**config.mk**
```make
export PLATFORM = sky130hd
export DESIGN_NAME = m68k_slave_port
export DESIGN_NICKNAME = d
export VERILOG_FILES = /design/src/rtl/pistorm_pkg.sv /design/src/rtl/bus_input_sync.sv /design/src/rtl/m68k_slave_port.sv
export SDC_FILE = /design/constraint.sdc
export NUM_CORES = 1
export LEC_CHECK = 0
export CORE_ASPECT_RATIO = 0.8
export CORE_MARGIN = 5
export CORE_UTILIZATION = 41
export DETAILED_ROUTE_END_ITERATION = 16
export GPL_ROUTABILITY_DRIVEN = 1
export PLACE_DENSITY_LB_ADDON = 0.2
export SYNTH_ARGS = -nofsm -noshare
export SYNTH_HDL_FRONTEND = slang
export SYNTH_HIERARCHICAL = 1
export SYNTH_SLANG_ARGS = --single-unit
```
**constraint.sdc**
```tcl
create_clock -name sys_clk -period 3.3 [get_ports sys_clk]
set_clock_uncertainty 0.15 [all_clocks]
set_input_delay 0.66 -clock sys_clk [delete_from_list [all_inputs] [get_ports sys_clk]]
set_output_delay 0.66 -clock sys_clk [all_outputs]
set_load 0.005 [all_outputs]
```
**src/rtl/pistorm_pkg.sv**
```systemverilog
// ---------------------------------------------------------------------------
// pistorm_pkg
// Shared definitions for the Amiga-side 68000 bus responder:
//   - SYNC_STAGES   depth of the control-signal synchroniser
//   - FC_CPU_SPACE  68000 function code for CPU space (interrupt ack etc.)
//   - ST_*          4-bit state encodings and the slave_state_e enum
// ---------------------------------------------------------------------------
package pistorm_pkg;

  localparam int         SYNC_STAGES  = 2;
  localparam logic [2:0] FC_CPU_SPACE = 3'b111;

  localparam logic [3:0] ST_IDLE        = 4'd0;
  localparam logic [3:0] ST_DECODE      = 4'd1;
  localparam logic [3:0] ST_WAIT_DS     = 4'd2;
  localparam logic [3:0] ST_REQ         = 4'd3;
  localparam logic [3:0] ST_WAIT_RSP    = 4'd4;
  localparam logic [3:0] ST_SETUP       = 4'd5;
  localparam logic [3:0] ST_ACK         = 4'd6;
  localparam logic [3:0] ST_NEG         = 4'd7;
  localparam logic [3:0] ST_BERR        = 4'd8;
  localparam logic [3:0] ST_WAIT_AS_REL = 4'd9;

  typedef enum logic [3:0] {
    S_IDLE        = ST_IDLE,
    S_DECODE      = ST_DECODE,
    S_WAIT_DS     = ST_WAIT_DS,
    S_REQ         = ST_REQ,
    S_WAIT_RSP    = ST_WAIT_RSP,
    S_SETUP       = ST_SETUP,
    S_ACK         = ST_ACK,
    S_NEG         = ST_NEG,
    S_BERR        = ST_BERR,
    S_WAIT_AS_REL = ST_WAIT_AS_REL
  } slave_state_e;

endpackage

```
**src/rtl/bus_input_sync.sv**
```systemverilog
// ---------------------------------------------------------------------------
// bus_input_sync
// Multi-flop synchroniser for a group of asynchronous 68000 bus control
// signals. Each bit is synchronised independently; depth is SYNC_STAGES.
// Ports:
//   clk       in   sampling clock
//   rst_n     in   synchronous active-low reset (loads RESET_VAL)
//   async_in  in   WIDTH raw asynchronous inputs
//   sync_out  out  WIDTH synchronised outputs
// ---------------------------------------------------------------------------
module bus_input_sync
  import pistorm_pkg::*;
#(
  parameter int               WIDTH     = 1,
  parameter logic [WIDTH-1:0] RESET_VAL = '0
) (
  input  logic             clk,
  input  logic             rst_n,
  input  logic [WIDTH-1:0] async_in,
  output logic [WIDTH-1:0] sync_out
);

  (* async_reg = "true" *) logic [WIDTH-1:0] stage_q [SYNC_STAGES];

  always_ff @(posedge clk) begin
    if (!rst_n) begin
      for (int i = 0; i < SYNC_STAGES; i++) begin
        stage_q[i] <= RESET_VAL;
      end
    end else begin
      stage_q[0] <= async_in;
      for (int i = 1; i < SYNC_STAGES; i++) begin
        stage_q[i] <= stage_q[i-1];
      end
    end
  end

  assign sync_out = stage_q[SYNC_STAGES-1];

endmodule

```
**src/rtl/m68k_slave_port.sv**
```systemverilog
// ---------------------------------------------------------------------------
// m68k_slave_port
// Amiga-side 68000 bus responder. Decodes bus cycles that fall inside a
// 2**WIN_BITS byte window at BASE_ADDR (excluding CPU space), forwards each
// as a single-word request to the Pi-side register logic, drives read data
// back and terminates with nDTACK (or nBERR after TIMEOUT cycles).
// Ports:
//   sys_clk, nRESET              sole clock, synchronous active-low reset
//   nAS_IN/nUDS_IN/nLDS_IN       raw strobes (synchronised internally)
//   RnW_IN, FC_IN                raw direction and function code (synchronised)
//   A_IN[23:1], D_IN             raw address/data, captured once stable
//   D_OUT, D_OE                  read data and per-bit drive enables
//   nDTACK_OUT, nDTACK_OE        DTACK level and drive enable
//   nBERR_OE                     open-drain BERR pull-low enable
//   req_*                        request toward Pi side (valid/ready handshake)
//   rsp_valid, rsp_rdata         completion pulse and read data from Pi side
//   busy                         FSM not idle
// All bus-facing outputs are registered from the next-state decode so the
// pins never glitch on state-encoding transitions.
// ---------------------------------------------------------------------------
module m68k_slave_port
  import pistorm_pkg::*;
#(
  parameter logic [23:0] BASE_ADDR   = 24'hE90000,
  parameter int          WIN_BITS    = 16,
  parameter int unsigned TIMEOUT     = 4095,
  parameter int          DTACK_SETUP = 2
) (
  input  logic                sys_clk,
  input  logic                nRESET,
  input  logic                nAS_IN,
  input  logic                nUDS_IN,
  input  logic                nLDS_IN,
  input  logic                RnW_IN,
  input  logic [2:0]          FC_IN,
  input  logic [23:1]         A_IN,
  input  logic [15:0]         D_IN,
  output logic [15:0]         D_OUT,
  output logic [15:0]         D_OE,
  output logic                nDTACK_OUT,
  output logic                nDTACK_OE,
  output logic                nBERR_OE,
  output logic                req_valid,
  input  logic                req_ready,
  output logic                req_write,
  output logic [1:0]          req_be,
  output logic [WIN_BITS-1:0] req_addr,
  output logic [15:0]         req_wdata,
  input  logic                rsp_valid,
  input  logic [15:0]         rsp_rdata,
  output logic                busy
);

  localparam logic [11:0] TIMEOUT_CNT = 12'(TIMEOUT);
  localparam logic [11:0] SETUP_LAST  = 12'(DTACK_SETUP - 1);

  // Control group: {as, uds, lds, rw, fc[2:0]}; idle values are strobes
  // negated and RnW high.
  logic [6:0] ctrl_raw;
  logic [6:0] ctrl_s;
  logic       as_s;
  logic       uds_s;
  logic       lds_s;
  logic       rw_s;
  logic [2:0] fc_s;

  assign ctrl_raw = {~nAS_IN, ~nUDS_IN, ~nLDS_IN, RnW_IN, FC_IN};

  bus_input_sync #(
    .WIDTH     (7),
    .RESET_VAL (7'b0001000)
  ) u_ctrl_sync (
    .clk      (sys_clk),
    .rst_n    (nRESET),
    .async_in (ctrl_raw),
    .sync_out (ctrl_s)
  );

  assign as_s  = ctrl_s[6];
  assign uds_s = ctrl_s[5];
  assign lds_s = ctrl_s[4];
  assign rw_s  = ctrl_s[3];
  assign fc_s  = ctrl_s[2:0];

  slave_state_e        state_q, state_d;
  logic [11:0]         cnt_q, cnt_d;
  logic                aborted_q, aborted_d;
  logic [WIN_BITS-1:1] addr_q, addr_d;
  logic                rw_q, rw_d;
  logic [1:0]          be_q, be_d;
  logic [15:0]         wdata_q, wdata_d;
  logic [15:0]         dout_q, dout_d;
  logic                d_oe_q, d_oe_d;
  logic                dtack_oe_q, dtack_oe_d;
  logic                dtack_n_q, dtack_n_d;
  logic                berr_oe_q, berr_oe_d;
  logic                req_valid_q, req_valid_d;
  logic                busy_q, busy_d;

  logic [11:0] cnt_inc;
  logic        timeout_hit;
  logic        addr_hit;
  logic        abort_now;

  // Saturating count: once past TIMEOUT the >= compare keeps firing, so a
  // request accepted exactly on the timeout cycle still times out later.
  assign cnt_inc     = (cnt_q == 12'hFFF) ? cnt_q : cnt_q + 12'd1;
  assign timeout_hit = (TIMEOUT_CNT != 12'd0) && (cnt_inc >= TIMEOUT_CNT);
  assign addr_hit    = (A_IN[23:WIN_BITS] == BASE_ADDR[23:WIN_BITS]);
  assign abort_now   = aborted_q | ~as_s;

  always_comb begin
    state_d   = state_q;
    cnt_d     = cnt_q;
    aborted_d = aborted_q;
    addr_d    = addr_q;
    rw_d      = rw_q;
    be_d      = be_q;
    wdata_d   = wdata_q;
    dout_d    = dout_q;

    unique case (state_q)
      S_IDLE: begin
        if (as_s) state_d = S_DECODE;
      end

      // as_s has been high for a cycle, so A_IN is settled here.
      S_DECODE: begin
        addr_d = A_IN[WIN_BITS-1:1];
        rw_d   = rw_s;
        if (!as_s)
          state_d = S_IDLE;
        else if (addr_hit && (fc_s != FC_CPU_SPACE))
          state_d = S_WAIT_DS;
        else
          state_d = S_WAIT_AS_REL;
      end

      S_WAIT_DS: begin
        if (!as_s) begin
          state_d = S_IDLE;
        end else if (uds_s || lds_s) begin
          be_d      = {uds_s, lds_s};
          wdata_d   = D_IN;
          cnt_d     = '0;
          aborted_d = 1'b0;
          state_d   = S_REQ;
        end
      end

      // Once the Pi side accepts the request it always gets to complete;
      // an AS drop only suppresses the DTACK.  If it never answers an
      // aborted cycle, the timeout returns quietly to IDLE rather than
      // pulling BERR onto somebody else's bus cycle.
      S_REQ, S_WAIT_RSP: begin
        cnt_d = cnt_inc;
        if (!as_s) aborted_d = 1'b1;
        if ((state_q == S_REQ) && !req_ready) begin
          if (timeout_hit) state_d = abort_now ? S_IDLE : S_BERR;
        end else if (rsp_valid) begin
          if (abort_now) begin
            state_d = S_IDLE;
          end else if (rw_q) begin
            dout_d  = rsp_rdata;
            cnt_d   = '0;
            state_d = S_SETUP;
          end else begin
            state_d = S_ACK;
          end
        end else if (state_q == S_REQ) begin
          state_d = S_WAIT_RSP;
        end else if (timeout_hit) begin
          state_d = abort_now ? S_IDLE : S_BERR;
        end
      end

      S_SETUP: begin
        cnt_d = cnt_inc;
        if (cnt_q >= SETUP_LAST) state_d = S_ACK;
      end

      S_ACK: begin
        if (!as_s) state_d = S_NEG;
      end

      S_NEG: begin
        state_d = S_IDLE;
      end

      S_BERR: begin
        if (!as_s) state_d = S_IDLE;
      end

      S_WAIT_AS_REL: begin
        if (!as_s) state_d = S_IDLE;
      end

      default: begin
        state_d = S_IDLE;
      end
    endcase
  end

  // Output decode from the next state so pins change together with state_q.
  always_comb begin
    d_oe_d      = rw_d && ((state_d == S_SETUP) || (state_d == S_ACK));
    dtack_oe_d  = (state_d == S_ACK) || (state_d == S_NEG);
    dtack_n_d   = (state_d != S_ACK);
    berr_oe_d   = (state_d == S_BERR);
    req_valid_d = (state_d == S_REQ);
    busy_d      = (state_d != S_IDLE);
  end

  always_ff @(posedge sys_clk) begin
    if (!nRESET) begin
      state_q     <= S_IDLE;
      cnt_q       <= '0;
      aborted_q   <= 1'b0;
      addr_q      <= '0;
      rw_q        <= 1'b1;
      be_q        <= '0;
      wdata_q     <= '0;
      dout_q      <= '0;
      d_oe_q      <= 1'b0;
      dtack_oe_q  <= 1'b0;
      dtack_n_q   <= 1'b1;
      berr_oe_q   <= 1'b0;
      req_valid_q <= 1'b0;
      busy_q      <= 1'b0;
    end else begin
      state_q     <= state_d;
      cnt_q       <= cnt_d;
      aborted_q   <= aborted_d;
      addr_q      <= addr_d;
      rw_q        <= rw_d;
      be_q        <= be_d;
      wdata_q     <= wdata_d;
      dout_q      <= dout_d;
      d_oe_q      <= d_oe_d;
      dtack_oe_q  <= dtack_oe_d;
      dtack_n_q   <= dtack_n_d;
      berr_oe_q   <= berr_oe_d;
      req_valid_q <= req_valid_d;
      busy_q      <= busy_d;
    end
  end

  assign D_OUT      = dout_q;
  assign D_OE       = {16{d_oe_q}};
  assign nDTACK_OUT = dtack_n_q;
  assign nDTACK_OE  = dtack_oe_q;
  assign nBERR_OE   = berr_oe_q;
  assign req_valid  = req_valid_q;
  assign req_write  = ~rw_q;
  assign req_be     = be_q;
  assign req_addr   = {addr_q, 1'b0};
  assign req_wdata  = wdata_q;
  assign busy       = busy_q;

endmodule
```
[Word-level counts from Yosys, hierarchy flattened]
Memories as Yosys holds them, arrays and structs flattened.
Cells that the tools add are included.
Word-level totals
  bits in registers: 73
  RAM bits: 14
  input port bits: 66
  word-level logic and storage cells: 98
  memories: 1
Cells by class
  add/sub/neg operators: 1
  $lt $le $gt $ge: 2
  equal/unequal tests: 20
  muxes and demuxes: 33
  bitwise operators: 10
  reduce and logical (&&, ||, !) cells: 17
Memory list
  u_ctrl_sync.stage_q: words 2, bits a word 7, read ports 2, clocked after memory_dff 0, wr ports 2, line bus_input_sync.sv:23  | (* async_reg = "true" *) logic [WIDTH-1:0] stage_q [SYNC_STAGES];
Operator list (number)
  12-bit two-way mux: 7
  4-bit two-way mux: 13
  12-bit one-hot mux with 3 select lines: 1
  4-bit one-hot mux with 7 select lines: 1
  4-bit by 3-bit equality test with 1-bit output, second input constant: 6
  7-bit two-way mux: 2
  12-bit by 1-bit adder with 12-bit output, second input constant: 1
  12-bit equality test, second input constant: 1
  4-bit by 2-bit equality test with 1-bit output, second input constant: 3
  4-bit equality test, second input constant: 3
  12-bit by 1-bit >= comparator with 1-bit output, second input constant: 1
  12-bit >= comparator, second input constant: 1
  8-bit equality test, second input constant: 1
  1-bit NOT: 7
  1-bit two-way mux: 6
  2-bit != test, second input constant: 3
  3-bit AND reduction: 2
  5-bit AND reduction: 1
  4-bit by 1-bit equality test with 1-bit output, second input constant: 1
  4-bit logical NOT: 1
  4-bit by 3-bit != test with 1-bit output, second input constant: 1
  4-bit AND reduction: 1
  4-bit nonzero test: 1
  2-bit OR reduction: 2
  other kinds (10): 16

[Longest topological paths before layout]
Gate-level depths: netlist (run 1).
An unclocked memory read counts as a cell.
  depth after elaboration: 12
  mapped depth: 9

[Hierarchy]
Netlist (run 1), hierarchy kept.
By module, submodules not included
  m68k_slave_port: times used 1, cells an instance 426, area each 3418.3 µm², seq. area each 1461.4 µm²
  bus_input_sync: times used 1, cells an instance 36, area each 441.7 µm², seq. area each 280.3 µm²

[Worst setup path after synthesis (run 1)]
No wires, ideal clock.
  kind: register to register
  from: register cnt_q[4]
  to: register busy_q, in the netlist busy
  arrival: 2.776 ns
  setup slack: 0.260 ns
  stages on the path, launching flop included: 8
  path buffers: 0
  period minus slack after synthesis: 3.040 ns
  path through: dfxtp_1 -> nand4_4 -> nor4_1 -> mux2_2 -> or4_4 -> a2111oi_4 -> nand2_1 -> o21a_1
Between the ends
  longest elaborated chain between the ends: 9
  elaborated cells on any way between the ends: 12
  those cells by class: 1 x add/sub; 2 x order compare; 1 x eq/ne; 7 x mux; 1 x reduce/logical
Ends and longest elaborated chain
  from (decl): line m68k_slave_port.sv:86  | logic [11:0] cnt_q, cnt_d;
  from (signal assigned): line m68k_slave_port.sv:232  | cnt_q <= cnt_d;
  12-bit by 1-bit adder with 12-bit output / 12-bit equality test (equally long branches): line m68k_slave_port.sv:107  | assign cnt_inc = (cnt_q == 12'hFFF) ? cnt_q : cnt_q + 12'd1;
  12-bit two-way mux: line m68k_slave_port.sv:107
  12-bit >= comparator: line m68k_slave_port.sv:108  | assign timeout_hit = (TIMEOUT_CNT != 12'd0) && (cnt_inc >= TIMEOUT_CNT);
  4-bit two-way mux: line m68k_slave_port.sv:159, m68k_slave_port.sv:172
  4-bit two-way mux: line m68k_slave_port.sv:170  | end else if (state_q == S_REQ) begin
  4-bit two-way mux: line m68k_slave_port.sv:160  | end else if (rsp_valid) begin
  4-bit two-way mux: line m68k_slave_port.sv:158  | if ((state_q == S_REQ) && !req_ready) begin
  4-bit one-hot mux with 7 select lines (*): line m68k_slave_port.sv:122  | unique case (state_q)
  4-bit nonzero test (*): line m68k_slave_port.sv:211  | busy_d = (state_d != S_IDLE);
  to (signal assigned): line m68k_slave_port.sv:244  | busy_q <= busy_d;
  to (decl): line m68k_slave_port.sv:98  | logic busy_q, busy_d;
Mark *: on every way between the ends. The rest lies on a longest branch, timed or not.
A chain may end at the register's enable or synchronous reset.

[Worst setup path after layout (run 1)]
Ends and elaborated chain as after synthesis.

==> summary.md, run 1 <==
| Metric | Value |
|---|---|
| GRT Residual Overflow | 0 |
| Crit share post-route | 93.9% |
| Crit start category | flip-flop |
| Vias per cell | 5.08 |
| Total global-route track usage | 17.0% |
| Share of layout cells above drive strength 1 | 9.45% |
| Avg Cell Area, Syn | 8.35 um2 |
| Min-delay worst type | flip-flop to flip-flop |
| Cells after Synth | 462 |
| Synth-to-Final Area Change | 41.8% |
| Post-CTS Setup Bufs | 0 |
| Worst Max-Slew Pin Slew | 1.14 ns |
| Post-synth EDFFs | 0 |
| IO Pins | 138 |
| Core Rows | 31 |
| Synth cell types | 55 |
| Cell Area, Placed | 0.00517 mm2 |
| Initial antenna violation count | 0 |
| M3 GR Usage | 5.95% |
| Reg2Reg Depth | 7 |
| Final #Nets | 646 |
| #FFs+latches synth | 87 |
| Setup TNS | 0 ns |
| Post-synthesis cell area | 0.00386 mm2 |
| CTS buffer count | 9 |
| Sink Count | 87 |
| Area contributors post-synth | dfxtp_1 45%, nand2_1 8.6%, a21oi_1 6.9%, mux2i_1 5.2%, buf_4 4.7% |
| Crit-path max FO | 8 |
| Sequential share of the synthesized area | 45.1% |
| Hold Path Depth | 1 |
| WL final | 9910 um |
| DRC | 0 |
| Number of routed nets with antenna violations | 0 |
| Die area | 0.0115 mm2 |
| CP Launch Point | cnt_q[4] |
| First-pass GRT wire length | 16500 um |
| Largest net degree at the start of global routing | 29 |
| Commonest non-fill, non-tap cell in the layout | clkdlybuf4s50_1 |
| Slew HR | 23.3% |
| R2R setup slack | 0.20 ns |
| Hold Vio Cnt, Final | 0 |
| Max cap viols | 0 |
| Hpwl dp | 7370 um |
| Initial Util | 42.3% |
| Leak | 1.95 nW |
| Worst Path Arrival | 3.18 ns |
| Drt first pass iters | 4 |
| Routability cong. | 0.903 |
| Peak VDD IR | 0.299 mV |
| Met1 usage | 22.8% |
| Via count | 3542 |
| Antenna cells | 0 |
| Hold WS | 0.268 ns |
| CTS resizes | 0 |
| Clock H-tree levels | 3 |
| Final min period | 3.10 ns |
| Worst flop-to-flop path endpoint | busy |
| FFs w/ async S/R, synth | 0% |
| Synth warnings | 6 |
| CTS clk-pin slew, worst paths | 0.07 ns |
| Design area | 0.00547 mm2 |
| Grt peak-use layer | met2 |
| Wire per inst | 14.2 um |
| Post-CTS Hold Fix Bufs | 0 |
| CTS tree | built |
| Core area | 0.00911 mm2 |
| PD cells | 398 mW/mm2 |
| Final Max Slew Viols | 0 |
| Worst Hold Launch | u_ctrl_sync/stage_q[0][3] |
| Yosys top cell by area | dfxtp_1 |
| WS Path Type | flip-flop to flip-flop |
| Post-synth net total | 531 |
| M2 GR Usage | 26.0% |
| Status | finished, final reports clean |
| CTS max path bufs | 2 |
| Synth top area share | 45.1% |
| Critical Path RT | 3.38 ns |
| Worst reg2reg startpoint | cnt_q[4] |
| RSZ-0062 raised after global routing | no |
| PortBufs | 136 |
| Primary FF master, synth | dfxtp_1 |
| Vias in the first global route | 3386 |
| Commonest cells after routing, fill and taps aside | 136 x clkdlybuf4s50_1, 88 x nand2_1, 87 x dfxtp_1, 53 x a21oi_1, 45 x nor2_1 |
| Peak Freq | 323 MHz |
| Die width | 118 um |
| CTS root buffer | clkbuf_16 |
| Chip Height | 96.8 um |
| Worst-Skew Late Latency | 0.34 ns |
| Final Setup Violations | 0 |
| Hold Path End | u_ctrl_sync/stage_q[0][10] |
| DRT iter0 DRCs | 330 |
| CP endpoint kind | flip-flop |
[worst max-delay path, cell delays in order (launching register included)]
cell	delay, ns
dfxtp_1	0.49
nand4_4	0.22
nor4_2	0.44
mux2_2	0.39
or4_4	0.59
a2111oi_4	0.39
nand2_1	0.13
o21a_1	0.20
[stage by stage]
| stage | utilization (%) | worst slack (ns) | power (mW) | std cells |
|---|---|---|---|---|
| finish | 60.0 | 0.202 | 2.18 | 697 |
| global route | 60.0 | 0.0162 | 2.26 | 697 |
| CTS | 59.9 | 0.0954 | 2.20 | 697 |
| detailed placement | 56.7 | -0.0615 | 1.23 | 681 |
| global placement | 56.7 | 0.00191 | 1.23 | 681 |
| floorplan | - | 0.260 | 1.14 | 462 |
[worst max path at each step]
stage,to,slack [ns],cells after the start
global route,busy,0.02,7
detailed placement,busy,-0.06,8
CTS,busy,0.1,7
finish,busy,0.20,7
floorplan,busy,0.26,7
global placement,busy,0.002,8
[layer usage]
metal | routed length (um) | share of wire (%)
met4 | 95 | 0.96
met5 | 0 | 0
met1 | 4560 | 46
met2 | 4340 | 44
met3 | 916 | 9.2
[cells by family after synthesis]
logic type / Yosys count / synth area share, %
mux: 21 / 5.48
compound gates: 88 / 13.3
flops: 87 / 45.1
xor+xnor: 1 / 0.227
buf+inv: 56 / 8.72
other cells: 1 / 0.0972
fa+ha+maj: 3 / 0.973
simple gates: 205 / 26.1
[state kept, by name (all words and copies together), names as in the netlist]
register	count
D_OUT	16
aborted_q	1
addr_q	15
busy	1
cnt_q	12
d_oe_q	1
nBERR_OE	1
nDTACK_OE	1
nDTACK_OUT	1
req_be	2
req_valid	1
req_wdata	16
rw_q	1
state_q	4
u_ctrl_sync/stage_q	14
[synth_stat cells (all sizes together), types with 3 or more instances]
library cell / n
nand2: 88
dfxtp: 87
a21oi: 53
nor2: 46
buf: 27
mux2i: 20
clkbuf: 17
o21ai: 16
and2: 13
inv: 12
nor3: 12
nand3: 9
nor4: 7
nand2b: 6
and3: 5
nand4: 4
ha: 3
o21a: 3
[power by group]
part           leakage [nW]  internal (mW)  switching [mW]
registers             0.704           1.06         0.00675
logic                  1.11         0.0923          0.0467
clock network         0.136          0.527           0.443
[final cells by class]
type                            count  area [um2]
Inverter                           12        45.0
Clock inverter                      7        63.8
Fill cell                         779        3640
Timing Repair Buffer              148        1450
Multi-Input combinational cell    319        1800
Clock buffer                        9         225
Sequential cell                    87        1740
Tap cell                          115         144
(Power assumes the default switching activity.)
==> inputs of run 2 (changes only) <==
REMOVE_ABC_BUFFERS = 1   (was default)
==> run 2 against run 1 <==
Compared with the run above:
- total power is 9.1% higher
- die area stayed put
- flip-flop and latch count stayed put
- critical path depth is 1 higher
- setup slack better by 0.093 ns
- critical endpoint unchanged
==> summary.md, run 2 (synthesis results as in run 1) <==
| Metric | Value |
|---|---|
| Status | finished, final reports clean |
| Final #Nets | 649 (+0.46%) |
| Share of layout cells above drive strength 1 | 9.74% (+0.29 points) |
| Grt peak-use layer | met2 |
| Initial Util | 42.3% (unchanged) |
| Number of routed nets with antenna violations | 0 (unchanged) |
| Crit-path max FO | 7 (-1) |
| Chip Height | 96.8 um (unchanged) |
| Clock H-tree levels | 3 (unchanged) |
| Crit start category | flip-flop |
| Commonest non-fill, non-tap cell in the layout | clkdlybuf4s50_1 |
| Place WS | -0.0294 ns (+0.0321 ns) |
| GRT Residual Overflow | 0 (unchanged) |
| IO Pins | 138 (unchanged) |
| M3 GR Usage | 6.36% (+0.41 points) |
| Worst Max-Slew Pin Slew | 0.840 ns (-0.302 ns) |
| Worst path max stage delay | 0.59 ns (about the same) |
| Fillcell total | 837 (+7.4%) |
| Vias per cell | 5.01 (-1.5%) |
| Final WS setup | 0.295 ns (+0.0926 ns) |
| Core area | 0.00911 mm2 (unchanged) |
| CTS clk-pin slew, worst paths | 0.06 ns (about the same) |
| Post-CTS Setup Bufs | 0 (unchanged) |
| Die area | 0.0115 mm2 (unchanged) |
| CTS tree | built |
| Cell Area, Placed | 0.00519 mm2 (+0.44%) |
| WS Path Type | flip-flop to flip-flop |
| Cells along the critical path | ha_1 > nand2_1 > nor4_2 > mux2_2 > or4_4 > a2111oi_4 > nand2_1 > o21a_1 |
| Total global-route track usage | 17.2% (+0.12 points) |
| CTS root buffer | clkbuf_16 |
| Final Power | 2.38 mW (+9.1%) |
| Core Util, Final | 60.9% (+0.88 points) |
| CP endpoint kind | flip-flop |
| Routability cong. | 0.937 (+3.8%) |
| Die width | 118 um (unchanged) |
| Largest net degree at the start of global routing | 30 (+3.4%) |
| PD cells | 428 mW/mm2 (+7.5%) |
| Sink Count | 87 (unchanged) |
| Crit share post-route | 91.1% (-2.8 points) |
| Antenna cells | 0 (unchanged) |
| Post-CTS Hold Fix Bufs | 0 (unchanged) |
| Design area | 0.00555 mm2 (+1.5%) |
| RSZ-0062 raised after global routing | no |
| PortBufs | 136 (unchanged) |
| Commonest cells after routing, fill and taps aside | 136 x clkdlybuf4s50_1, 88 x nand2_1, 87 x dfxtp_1, 53 x a21oi_1, 45 x nor2_1 |
| First-pass GRT wire length | 16400 um (-0.59%) |
| Drt first pass iters | 5 (+1) |
| Hpwl dp | 7550 um (+2.3%) |
| Final Setup Violations | 0 (unchanged) |
| DRC | 0 (unchanged) |
| Synth-to-Final Area Change | 43.8% |
| Leak | 1.99 nW (+2.4%) |
| Worst-Skew Late Latency | 0.34 ns (about the same) |
| Met1 usage | 22.1% (-0.70 points) |
| CTS max path bufs | 2 (unchanged) |
| CP dominant cell by count | nand2_1 |
| CTS buffer count | 9 (unchanged) |
| Worst Path Arrival | 3.09 ns (-0.09 ns) |
| Critical path's slowest cell | or4_4 |
| M2 GR Usage | 26.8% (+0.73 points) |
| Initial antenna violation count | 0 (unchanged) |
| Final Max Slew Viols | 0 (unchanged) |
| Max cap viols | 0 (unchanged) |
| Vias in the first global route | 3210 (-5.2%) |
| Min-delay worst type | flip-flop to flip-flop |
| DRT iter0 DRCs | 348 (+5.5%) |
| Hold Vio Cnt, Final | 0 (unchanged) |
| WL final | 10300 um (+4.3%) |
| Slew HR | 43.8% (+20 points) |
| Wire per inst | 14.8 um (+3.9%) |
| Final min period | 3.01 ns (-0.0926 ns) |
| Core Rows | 31 (unchanged) |
| Setup TNS | 0 ns (unchanged) |
| Peak Freq | 333 MHz (+3.1%) |
| Via count | 3505 (-1.0%) |
| Peak VDD IR | 0.312 mV (+4.4%) |
| Critical Path RT | 3.38 ns (about the same) |
==> run 2: path summary, 6_finish.rpt <==
path / slack, ns / startpoint / to / cells past startpoint
worst max-delay path: 0.29 / cnt_q[0] / busy / 8
worst min-delay path: 0.27 / u_ctrl_sync/stage_q[0][3] / u_ctrl_sync/stage_q[0][10] / 1
worst max register to register: 0.29 / cnt_q[0] / busy / 8
worst min register to register: 0.27 / u_ctrl_sync/stage_q[0][3] / u_ctrl_sync/stage_q[0][10] / 1
==> run 2: area by class of cell <==
type,instances,area [um2],area share [%]
clock inverters,5,104,1.87
repair buffers,151,1470,26.5
clock buffers,11,243,4.37
flip-flops and latches,87,1740,31.4
well taps,115,144,2.59
multi-input cells,319,1800,32.4
inverters,12,45.0,0.811
==> run 2: repair_timing <==
action / 4_1_cts / 5_1_grt
endpoints found under the hold margin: 0 / 0
gates resized for setup: 0 / 2
endpoints found under the setup margin: 0 / 3
==> run 2: metrics by stage <==
stage               hold WS, ns  std cells
floorplan                 0.236        418
global placement          0.243        684
detailed placement        0.247        684
CTS                       0.262        700
global route              0.299        700
finish                    0.266        700
==> run 2: metal layers <==
| metal | wire [um] | part of all wire [%] |
|---|---|---|
| met1 | 4480 | 43 |
| met2 | 4700 | 46 |
| met3 | 962 | 9.3 |
| met4 | 189 | 1.8 |
| met5 | 0 | 0 |
==> run 2: critical path, delay by kind of cell, from the launching register on <==
| family | cells | cell delay (ns) |
|---|---|---|
| AO/OA/AOI/OAI | 2 | 0.58 |
| AND/OR/NAND/NOR | 4 | 1.10 |
| adder cells (fa/ha/maj) | 1 | 0.26 |
| multiplexers | 1 | 0.37 |
| flip-flops | 1 | 0.45 |
==> run 2: where the power goes <==
part / internal, mW / total, mW / switching (mW)
logic: 0.0924 / 0.139 / 0.0467
registers: 1.06 / 1.07 / 0.00607
clock network: 0.762 / 1.17 / 0.406
==> inputs of run 3 (changes only) <==
MAX_ROUTING_LAYER = met4   (was default)
==> run 3 against run 2 <==
Compared with the run above:
- cell count fell by 0.29%
- global-route usage up 0.33 points
- die area unchanged
- wire length shrank 2.3%
- sequential power is essentially flat
- setup slack worse by 0.10 ns
- combinational power barely moved
- clock power shrank 24%
- count of clock-buffer cells in the layout fell by 1
- first-iteration DRC count is 9.5% lower
- critical endpoint unchanged
- highest routed layer unchanged
==> summary.md, run 3 (synthesis results as in run 1) <==
| Metric | Value |
|---|---|
| Status | finished, final reports clean |
| P_int | 1.67 mW (-13%) |
| Initial Util | 42.3% (unchanged) |
| Hold Vio Cnt, Final | 0 (unchanged) |
| PD cells | 384 mW/mm2 (-10%) |
| Vias per cell | 5.03 (+0.54%) |
| RSZ-0062 raised after global routing | no |
| DRT iter0 DRCs | 315 (-9.5%) |
| Logic pwr share | 6.6% (+0.7 points) |
| DRC | 0 (unchanged) |
| Wire per inst | 14.5 um (-2.0%) |
| CTS tree | built |
| Synth-to-Final Area Change | 41.5% |
| CTS buffer count | 9 (unchanged) |
| Cell Area, Placed | 0.00519 mm2 (unchanged) |
| Final Power | 2.10 mW (-12%) |
| Final Setup Violations | 0 (unchanged) |
| Peak Freq | 322 MHz (-3.2%) |
| Largest net degree at the start of global routing | 32 (+6.7%) |
| Number of routed nets with antenna violations | 0 (unchanged) |
| Worst path max stage delay | 0.59 ns (about the same) |
| Max cap viols | 0 (unchanged) |
| Sw Share | 20.3% (+0.96 points) |
| Peak VDD IR | 0.379 mV (+22%) |
| Final Max Slew Viols | 0 (unchanged) |
| Drt first pass iters | 4 (-1) |
| Clock Power Share | 42.5% (-6.6 points) |
| Buffers and inverters on the worst path | 0 (unchanged) |
| Final #Nets | 649 (unchanged) |
| Commonest non-fill, non-tap cell in the layout | clkdlybuf4s50_1 |
| Sink Count | 87 (unchanged) |
| Die area | 0.0115 mm2 (unchanged) |
| Via count | 3514 (+0.26%) |
| CP endpoint kind | flip-flop |
| Vias in the first global route | 3336 (+3.9%) |
| Switch Pwr | 425 uW (-7.2%) |
| CTS max path bufs | 2 (unchanged) |
| CTS root buffer | clkbuf_16 |
| Crit-path max FO | 7 (unchanged) |
| Initial antenna violation count | 0 (unchanged) |
| Critical path's slowest cell | or4_4 |
| Design area | 0.00546 mm2 (-1.6%) |
| First-pass GRT wire length | 16100 um (-1.9%) |
| Clock H-tree levels | 3 (unchanged) |
| WL final | 10100 um (-2.3%) |
| CTS clk-pin slew, worst paths | 0.06 ns (about the same) |
| Min-delay worst type | flip-flop to flip-flop |
| Crit start category | flip-flop |
| Critical Path RT | 3.38 ns (about the same) |
| Slew HR | 61.7% (+18 points) |
| WS Path Type | flip-flop to flip-flop |
| Total global-route track usage | 17.5% (+0.33 points) |
| Antenna cells | 0 (unchanged) |
| Top delay family on crit path | simple AND/OR/NAND/NOR gates |
| Post-CTS Hold Fix Bufs | 0 (unchanged) |
| Post-CTS Setup Bufs | 0 (unchanged) |
| PortBufs | 136 (unchanged) |
| Cells along the critical path | ha_1 > nand2_1 > nor4_1 > mux2_2 > or4_4 > a2111oi_4 > nand2_1 > o21a_1 |
| IO Pins | 138 (unchanged) |
| Share of layout cells above drive strength 1 | 9.43% (-0.31 points) |
| Worst Max-Slew Pin Slew | 0.574 ns (-0.266 ns) |
| Leak | 1.96 nW (-1.9%) |
| Worst-Skew Late Latency | 0.34 ns (about the same) |
| Die width | 118 um (unchanged) |
| Core area | 0.00911 mm2 (unchanged) |
| Commonest cells after routing, fill and taps aside | 136 x clkdlybuf4s50_1, 88 x nand2_1, 87 x dfxtp_1, 53 x a21oi_1, 45 x nor2_1 |
| Worst Path Arrival | 3.18 ns (+0.09 ns) |
| Chip Height | 96.8 um (unchanged) |
| Hpwl dp | 7580 um (+0.51%) |
| GRT Residual Overflow | 0 (unchanged) |
| Crit share post-route | 94.1% (+3.0 points) |
| Final min period | 3.11 ns (+0.101 ns) |
| Routability cong. | 0.939 (+0.27%) |
| Core Rows | 31 (unchanged) |
| CP dominant cell by count | nand2_1 |
| Flop pwr share | 51.0% (+6.0 points) |
==> run 3: cell count changes in the layout (fill, tap and decap cells not counted), sizes merged <==
cell    delta
inv        -1
bufinv     -3
clkinv     +3
clkbuf     -1
==> run 3: what timing repair did <==
action / in CTS / in global routing
endpoints found under the setup margin: 0 / 1
endpoints found under the hold margin: 0 / 0
gates resized for setup: 0 / 1
==> run 3: metrics by stage <==
stage / hold slack, ns / worst slack [ns] / setup TNS (ns) / cells / util (%)
after floorplan: 0.236 / 0.209 / 0 / 418 / -
after global placement: 0.243 / 0.0000344 / 0 / 684 / 57.0
after detailed placement: 0.247 / -0.0149 / -0.0149 / 684 / 57.0
after CTS: 0.262 / 0.153 / 0 / 698 / 59.8
after global routing: 0.291 / 0.0258 / 0 / 698 / 59.9
final: 0.259 / 0.194 / 0 / 698 / 59.9
==> run 3: final timing paths <==
kind	start	end	slack (ns)	cells past startpoint
setup / recovery	cnt_q[0]	busy	0.19	8
hold / removal	u_ctrl_sync/stage_q[0][3]	u_ctrl_sync/stage_q[0][10]	0.26	1
setup reg to reg	cnt_q[0]	busy	0.19	8
hold reg to reg	u_ctrl_sync/stage_q[0][3]	u_ctrl_sync/stage_q[0][10]	0.26	1
==> run 3: per-layer routing <==
layer | wire [um] | up-vias | track usage (%)
met5 | 0 | - | -
li1 | - | 1777 | -
met3 | 725 | 16 | 5.83
met1 | 4550 | 1603 | 21.3
met4 | 182 | 0 | 5.58
met2 | 4630 | 118 | 27.5
==> run 3: worst reg2reg max path: cells and delay by family (launching register included) <==
kind                       cells  cell delay, ns
and+or+nand+nor                4            1.19
AOI/OAI and AO/OA              2            0.58
DFF                            1            0.44
muxes                          1            0.39
adders and majority gates      1            0.26
==> run 3: power groups by stage <==
| stage | Clock, mW | Combinational [mW] | Sequential, mW |
|---|---|---|---|
| 6_report | 0.891 | 0.138 | 1.07 |
| 5_1_grt | 0.964 | 0.149 | 1.07 |
| 4_1_cts | 0.919 | 0.140 | 1.07 |
| 3_5_place_dp | 0 | 0.139 | 1.09 |
| 3_3_place_gp | 0 | 0.137 | 1.09 |
| 2_1_floorplan | 0 | 0.0337 | 1.09 |
==> run 3: cell type report <==
type                    count  area [um2]
well taps                 115         144
inverters                  12        45.0
repair buffers            151        1470
clock buffers              10         239
multi-input cells         319        1790
flip-flops and latches     87        1740
clock inverters             4        23.8
fillers                   818        3650
